[src/rtl/go_pkg.sv]
// rtl/go_pkg.sv - shared Go board types for the game sequencer slice
// Purpose: cell/board/move types, the pass encoding and the reject codes
//          shared by game_sequencer, its arbiter and its updater interface.
// Ports:   none (package).
package go_pkg;

  typedef enum logic [1:0] {
    EMPTY = 2'b00,
    BLACK = 2'b01,
    WHITE = 2'b10
  } cell_t;

  // board[row][col]
  typedef cell_t [8:0][8:0] board_t;

  typedef struct packed {
    logic [3:0] row;
    logic [3:0] col;
  } move_t;

  localparam logic [7:0] PASS_MOVE = 8'hFF;

  typedef enum logic [1:0] {
    REJ_OCCUPIED  = 2'd0,
    REJ_OFF_BOARD = 2'd1,
    REJ_TIMEOUT   = 2'd2,
    REJ_KO        = 2'd3
  } reject_code_t;

endpackage

[src/rtl/game_sequencer_if.sv]
// rtl/game_sequencer_if.sv - sequencer <-> board_updater bus
// Purpose: groups the board_updater handshake and board buses.
// Ports (master = game_sequencer side):
//   upd_start      out  1-cycle start pulse
//   upd_turn       out  turn of the move in flight (1=white)
//   upd_move       out  move in flight
//   upd_board      out  committed board
//   upd_next_board in   updater result
//   upd_ready      in   updater done
interface game_sequencer_if;
  import go_pkg::*;

  logic       upd_start;
  logic       upd_turn;
  logic [7:0] upd_move;
  board_t     upd_board;
  board_t     upd_next_board;
  logic       upd_ready;

  modport master (
    output upd_start, upd_turn, upd_move, upd_board,
    input  upd_next_board, upd_ready
  );

  modport slave (
    input  upd_start, upd_turn, upd_move, upd_board,
    output upd_next_board, upd_ready
  );
endinterface

[src/rtl/move_arbiter.sv]
// rtl/move_arbiter.sv - turn-gated valid/ready mux of the black/white sources
// Purpose: only the side to move ever sees ready; emits the selected move
//          and an accept pulse on the handshake.
// Ports:
//   en               in   sequencer can take a move (IDLE)
//   turn             in   side to move (0=black)
//   b_valid/b_move   in   black source;   b_ready out
//   w_valid/w_move   in   white source;   w_ready out
//   sel_move         out  move of the side to move
//   accept           out  handshake completed this cycle
module move_arbiter (
  input  logic       en,
  input  logic       turn,
  input  logic       b_valid,
  input  logic [7:0] b_move,
  output logic       b_ready,
  input  logic       w_valid,
  input  logic [7:0] w_move,
  output logic       w_ready,
  output logic [7:0] sel_move,
  output logic       accept
);
  assign b_ready  = en && !turn && b_valid;
  assign w_ready  = en &&  turn && w_valid;
  assign accept   = b_ready || w_ready;
  assign sel_move = turn ? w_move : b_move;
endmodule

[src/rtl/game_sequencer.sv]
// rtl/game_sequencer.sv - turn controller in front of board_updater
// Purpose: accepts the side-to-move's move, legality-checks it, sequences
//          board_updater, commits the result and tracks turn/passes/game end.
// Optional feature: macro GAME_KO_CHECK_EN adds prev_board and the KO state.
// Ports:
//   clk_in, rst_in            clock, synchronous active-high reset
//   b_valid/b_move/b_ready    black move source (8'hFF = pass)
//   w_valid/w_move/w_ready    white move source
//   upd                       board_updater bus (game_sequencer_if.master)
//   turn_out                  side to move (0=black)
//   move_count                committed moves incl. passes, saturating
//   game_over                 sticky after two consecutive passes
//   reject, reject_code       1-cycle refusal pulse and its reason
module game_sequencer
  import go_pkg::*;
#(
  parameter int UPD_TIMEOUT = 4096,
  parameter int MAX_MOVES   = 361
) (
  input  logic                    clk_in,
  input  logic                    rst_in,
  input  logic                    b_valid,
  input  logic [7:0]              b_move,
  output logic                    b_ready,
  input  logic                    w_valid,
  input  logic [7:0]              w_move,
  output logic                    w_ready,
  game_sequencer_if.master        upd,
  output logic                    turn_out,
  output logic [8:0]              move_count,
  output logic                    game_over,
  output logic                    reject,
  output logic [1:0]              reject_code
);
  localparam int TW = $clog2(UPD_TIMEOUT);

  typedef enum logic [2:0] {IDLE, CHECK, START, WAIT, KO, COMMIT, OVER} state_t;

  state_t       state, state_nx;
  logic [TW-1:0] tmo_cnt;
  logic [1:0]   pass_cnt;
  move_t        cur_move;
  board_t       board;
  logic         accept;
  logic [7:0]   sel_move;
  logic         do_commit, do_pass, do_reject;
  reject_code_t rej_nx;

`ifdef GAME_KO_CHECK_EN
  // all-2'b11 means "no previous board": can never equal a real board
  logic [8:0][8:0][1:0] prev_board;
`endif

  move_arbiter u_arb (
    .en       (state == IDLE),
    .turn     (turn_out),
    .b_valid  (b_valid),
    .b_move   (b_move),
    .b_ready  (b_ready),
    .w_valid  (w_valid),
    .w_move   (w_move),
    .w_ready  (w_ready),
    .sel_move (sel_move),
    .accept   (accept)
  );

  assign upd.upd_start = (state == START);
  assign upd.upd_turn  = turn_out;
  assign upd.upd_move  = cur_move;
  assign upd.upd_board = board;

  always_comb begin
    state_nx  = state;
    do_commit = 1'b0;
    do_pass   = 1'b0;
    do_reject = 1'b0;
    rej_nx    = REJ_OCCUPIED;
    case (state)
      IDLE:  if (accept) state_nx = CHECK;
      CHECK: begin
        if (cur_move == PASS_MOVE) begin
          do_pass  = 1'b1;
          state_nx = (pass_cnt != 2'd0) ? OVER : IDLE;
        end else if (cur_move.row > 4'd8 || cur_move.col > 4'd8) begin
          do_reject = 1'b1;
          rej_nx    = REJ_OFF_BOARD;
          state_nx  = IDLE;
        end else if (board[cur_move.row][cur_move.col] != EMPTY) begin
          do_reject = 1'b1;
          rej_nx    = REJ_OCCUPIED;
          state_nx  = IDLE;
        end else begin
          state_nx = START;
        end
      end
      START: state_nx = WAIT;
      WAIT: begin
        // upd_ready has priority over the timeout
        if (upd.upd_ready) begin
`ifdef GAME_KO_CHECK_EN
          state_nx = KO;
`else
          do_commit = 1'b1;
          state_nx  = COMMIT;
`endif
        end else if (tmo_cnt == TW'(UPD_TIMEOUT - 1)) begin
          do_reject = 1'b1;
          rej_nx    = REJ_TIMEOUT;
          state_nx  = IDLE;
        end
      end
      KO: begin
`ifdef GAME_KO_CHECK_EN
        if (upd.upd_next_board == prev_board) begin
          do_reject = 1'b1;
          rej_nx    = REJ_KO;
          state_nx  = IDLE;
        end else begin
          do_commit = 1'b1;
          state_nx  = COMMIT;
        end
`else
        state_nx = IDLE;
`endif
      end
      COMMIT: state_nx = IDLE;
      OVER:   state_nx = OVER;
      default: state_nx = IDLE;
    endcase
  end

  // Commit happens on the edge entering COMMIT, so turn_out changes one
  // cycle after upd_ready (one more with the KO check in between).
  always_ff @(posedge clk_in) begin
    if (rst_in) begin
      state       <= IDLE;
      tmo_cnt     <= '0;
      pass_cnt    <= 2'd0;
      cur_move    <= '0;
      board       <= board_t'('0);
      turn_out    <= 1'b0;
      move_count  <= 9'd0;
      game_over   <= 1'b0;
      reject      <= 1'b0;
      reject_code <= 2'd0;
`ifdef GAME_KO_CHECK_EN
      prev_board  <= '1;
`endif
    end else begin
      state   <= state_nx;
      tmo_cnt <= (state == WAIT) ? tmo_cnt + TW'(1) : '0;
      reject  <= do_reject;
      if (do_reject) reject_code <= rej_nx;
      if (accept) cur_move <= sel_move;
      if (do_commit || do_pass) begin
        if (move_count != 9'(MAX_MOVES)) move_count <= move_count + 9'd1;
      end
      if (do_commit) begin
        board    <= upd.upd_next_board;
        turn_out <= ~turn_out;
        pass_cnt <= 2'd0;
`ifdef GAME_KO_CHECK_EN
        prev_board <= board;
`endif
      end
      if (do_pass) begin
        if (pass_cnt != 2'd3) pass_cnt <= pass_cnt + 2'd1;
        if (pass_cnt != 2'd0) game_over <= 1'b1;
        else                  turn_out  <= ~turn_out;
`ifdef GAME_KO_CHECK_EN
        prev_board <= '1;
`endif
      end
    end
  end
endmodule

[src/flat_wrapper.sv]
// flat-port wrapper written by rule: the top's interface ports become plain ports
module game_sequencer_flat import go_pkg::*;
#(
  parameter int UPD_TIMEOUT = 4096,
  parameter int MAX_MOVES   = 361
)
  (clk_in, rst_in, b_valid, b_move, b_ready, w_valid, w_move, w_ready, turn_out, move_count, game_over, reject, reject_code, upd_upd_start, upd_upd_turn, upd_upd_move, upd_upd_board, upd_upd_next_board, upd_upd_ready);
  game_sequencer_if upd_i ();
  input  logic clk_in;
  input  logic rst_in;
  input  logic b_valid;
  input  logic [7:0] b_move;
  output logic b_ready;
  input  logic w_valid;
  input  logic [7:0] w_move;
  output logic w_ready;
  output logic turn_out;
  output logic [8:0] move_count;
  output logic game_over;
  output logic reject;
  output logic [1:0] reject_code;
  output wire logic [$bits(upd_i.upd_start)-1:0] upd_upd_start;
  output wire logic [$bits(upd_i.upd_turn)-1:0] upd_upd_turn;
  output wire logic [$bits(upd_i.upd_move)-1:0] upd_upd_move;
  output wire logic [$bits(upd_i.upd_board)-1:0] upd_upd_board;
  input wire logic [$bits(upd_i.upd_next_board)-1:0] upd_upd_next_board;
  input wire logic [$bits(upd_i.upd_ready)-1:0] upd_upd_ready;
  assign upd_upd_start = upd_i.upd_start;
  assign upd_upd_turn = upd_i.upd_turn;
  assign upd_upd_move = upd_i.upd_move;
  assign upd_upd_board = upd_i.upd_board;
  assign upd_i.upd_next_board = upd_upd_next_board;
  assign upd_i.upd_ready = upd_upd_ready;
  game_sequencer #(.UPD_TIMEOUT(UPD_TIMEOUT), .MAX_MOVES(MAX_MOVES)) u_core (.clk_in(clk_in), .rst_in(rst_in), .b_valid(b_valid), .b_move(b_move), .b_ready(b_ready), .w_valid(w_valid), .w_move(w_move), .w_ready(w_ready), .upd(upd_i), .turn_out(turn_out), .move_count(move_count), .game_over(game_over), .reject(reject), .reject_code(reject_code));
endmodule
[config.mk]
export PLATFORM = sky130hd
export DESIGN_NAME = game_sequencer_flat
export DESIGN_NICKNAME = d
export VERILOG_FILES = /design/src/rtl/go_pkg.sv /design/src/rtl/game_sequencer_if.sv /design/src/rtl/move_arbiter.sv /design/src/rtl/game_sequencer.sv /design/src/flat_wrapper.sv
export SDC_FILE = /design/constraint.sdc
export NUM_CORES = 1
export LEC_CHECK = 0
export ABC_CLOCK_PERIOD_IN_PS = 2550
export BUFFER_PORTS_ARGS = -buffer_cell sky130_fd_sc_hd__buf_2
export CORE_AREA = 4 4 141 143
export CTS_BUF_LIST = sky130_fd_sc_hd__clkbuf_4 sky130_fd_sc_hd__clkbuf_8
export CTS_CLUSTER_DIAMETER = 60
export DETAILED_ROUTE_END_ITERATION = 16
export DIE_AREA = 0 0 145 147
export PLACE_DENSITY = 0.83
export SLEW_MARGIN = 20
export SYNTH_ARGS = -nofsm -noshare
export SYNTH_HDL_FRONTEND = slang
export SYNTH_SLANG_ARGS = --single-unit
[constraint.sdc]
create_clock -name clk_in -period 2.55 [get_ports clk_in]
set_input_delay 0.1275 -clock clk_in [delete_from_list [all_inputs] [get_ports clk_in]]
set_output_delay 0.1275 -clock clk_in [all_outputs]
set_load 0.03 [all_outputs]
==> impl_metrics.env <==
export IMPL_ant_nets=0
export IMPL_vias_per_cell=5.48
export IMPL_ys_warn_count=0
export IMPL_p_per_area_nw_per_um2=698
export IMPL_status="completed"
export IMPL_setup_ws_ns=0.162
export IMPL_synth_top_area_cell="dfxtp_1"
export IMPL_dp_slack_ns=0.256
export IMPL_firstDrtPassIters=5
export IMPL_hp_class="input port to register"
export IMPL_ios=371
export IMPL_clock_path_buffers=3
export IMPL_fin_crit_sh_pct=93.7
export IMPL_nNetsFinal=1806
export IMPL_ys_types=63
export IMPL_finalHoldViolCount=0
export IMPL_drcViolationCount=0
export IMPL_synthCells=1091
export IMPL_grt_pass1_wl_um=57000
export IMPL_drt_iter0_drc=698
export IMPL_grt_util_met2_pct=57.6
export IMPL_n_fill_cell=1389
export IMPL_grt_max_degree=137
export IMPL_critPathKind="register to register"
export IMPL_grt_busiest_layer="met2"
export IMPL_irDropWorstVdd_uv=438
export IMPL_dpl_cell_count=1644
export IMPL_holdWs_ns=0.0225
export IMPL_die_w_um=145
export IMPL_num_vias=10300
export IMPL_start_kind="register"
export IMPL_cts_resized=0
export IMPL_gp_congestion=0.914
export IMPL_layout_cells_non_filler=1880
export IMPL_cp_arrival_ns=2.80
export IMPL_setup_violations=0
export IMPL_skew_ns=0.0230
export IMPL_wl_um=37200
export IMPL_period_needed_ns=2.39
export IMPL_tns_ns=0
export IMPL_avgSynthCellArea_um2=7.72
export IMPL_syn_area_um2=8430
export IMPL_syn2layout_area_growth_pct=53.7
export IMPL_cts_root_buf="clkbuf_8"
export IMPL_grt_pass1_vias=10400
export IMPL_register_area_um2=4030
export IMPL_yosys_top_cells_area="dfxtp_1 48%, nand2_1 15%, a21oi_1 11%"
export IMPL_routedWlPerCell_um=19.8
export IMPL_cp_max_fo=20
export IMPL_maxCapViolCount=0
export IMPL_synth_top_area_share_pct=47.8
export IMPL_synth_ff_type="dfxtp_1"
export IMPL_cts_tree="built"
export IMPL_synth_seq_area_share_pct=47.8
export IMPL_syn_nets=1279
export IMPL_synth_seq_cells=201
export IMPL_grt_overflow=0
export IMPL_grtUsageMet1_pct=37.0
export IMPL_postCtsSetupBuffers=0
export IMPL_die_y_um=147
export IMPL_slew_viol_final=0
export IMPL_track_usage_pct=33.2
export IMPL_synth_edff_count=0
export IMPL_rows=50
export IMPL_htree_num_levels=2
export IMPL_use_met3_pct=9.28
export IMPL_max_slew_margin_rel_pct=54.8
export IMPL_cts_buffers=37
export IMPL_clkTransAtPathRegs_ns=0.06
export IMPL_clk_latency_ns=0.54
export IMPL_antenna_found_initial=1
export IMPL_core_um2=18600
export IMPL_r2r_start="u_core.upd.upd_move[5]"
export IMPL_async_reset_ff_share_pct=0
export IMPL_mostFrequentLayoutCells="369 x buf_2, 341 x nand2_1, 199 x dfxtp_1"
export IMPL_numPortBuffers=370
export IMPL_multi_input_area_um2=4040
export IMPL_initial_core_util_pct=45.4
export IMPL_dp_hpwl_um=24300
export IMPL_fmax_mhz=419
export IMPL_dieArea_um2=21300
export IMPL_hp_start="w_move[1]"
export IMPL_final_common_cell="buf_2"
export IMPL_cellLeakagePower_nw=5.64
export IMPL_worst_pin_slew_ns=0.678
export IMPL_drive_gt1_share_pct=29.5
export IMPL_cp_end_kind="register"
export IMPL_rsz0062_at_grt="no"
export IMPL_startpoint="u_core.upd.upd_move[5]"
export IMPL_clock_sinks=201
export IMPL_cp_required_ns=2.96
export IMPL_hold_buffers=169
-- path summary, 6_finish.rpt --
| check | to | slack (ns) | depth (start not counted) |
|---|---|---|---|
| setup / recovery | u_core.reject | 0.16 | 8 |
| hold / removal | u_core.upd.upd_move[1] | 0.02 | 3 |
| setup reg to reg | u_core.reject | 0.16 | 8 |
| hold reg to reg | u_core.tmo_cnt[0] | 0.46 | 1 |
-- synth_stat cells (all sizes together), types with 3 or more instances --
cell / count
nor3: 30
clkbuf: 68
a211oi: 21
o311ai: 5
nor3b: 5
or3: 7
xnor2: 6
nand2b: 6
o21ai: 12
or4: 4
nor2: 77
xor2: 10
mux4: 4
buf: 9
or2: 3
a21oi: 183
mux2i: 8
nand3: 13
a211o: 6
and3: 5
o31ai: 3
nand2: 341
ha: 5
or3b: 6
dfxtp: 201
nand4: 5
o211ai: 3
inv: 12
-- layer usage --
metal  part of all wire, %  vias up
met5                 0.035        -
met4                   6.1        2
met3                   9.6      154
met2                    49      634
met1                    36     4752
li1                      -     4755
-- critical path, stage by stage, from the launching register on --
cell      delay, ns
dfxtp_2        0.54
buf_4          0.29
nor3b_1        0.32
o211ai_1       0.15
o311a_1        0.14
a211oi_1       0.25
a32o_1         0.24
nand3b_1       0.14
a22o_1         0.19
-- logic make-up after synthesis --
group | Yosys count | share of synthesized area (%)
adder cells (fa/ha/maj) | 5 | 0.742
AND/OR/NAND/NOR | 513 | 25.9
buffers and inverters | 90 | 4.51
flip-flops | 201 | 47.8
XOR/XNOR | 16 | 1.66
AO/OA/AOI/OAI | 254 | 17.4
multiplexers | 12 | 2.02
-- power breakdown --
group / switching [W] / total [W] / internal [W]
Combinational: 0.00151 / 0.00250 / 0.000992
Sequential: 0.000178 / 0.00349 / 0.00331
Clock: 0.00136 / 0.00305 / 0.00168
-- registers in the layout, indices dropped and copies added, names as in the netlist --
| name | count |
|---|---|
| u_core.upd.upd_board | 162 |
| u_core.turn_out | 1 |
| u_core.upd.upd_move | 8 |
| u_core.state | 3 |
| u_core.tmo_cnt | 12 |
| u_core.reject_code | 2 |
| u_core.game_over | 1 |
| u_core.reject | 1 |
| u_core.pass_cnt | 2 |
| u_core.move_count | 9 |
-- through the flow --
stage                     cell area (um2)  util, %  power [W]
final                               13000     69.7    0.00904
after global routing                12900     69.7    0.00943
after CTS                           12900     69.7    0.00901
after detailed placement            10500     56.7    0.00578
after global placement              10500     56.7    0.00573
after floorplan                      8430        -    0.00496
-- layout make-up --
cell class                 instances  share of cell area [%]
sequential                       201                    31.1
antenna                            1                  0.0193
inverter                          12                   0.348
multi-input combinational        800                    31.2
timing repair buffer             566                    29.5
clock inverter                    10                   0.512
clock buffer                      56                    5.13
tap                              234                    2.26
(Power assumes the default switching activity.)
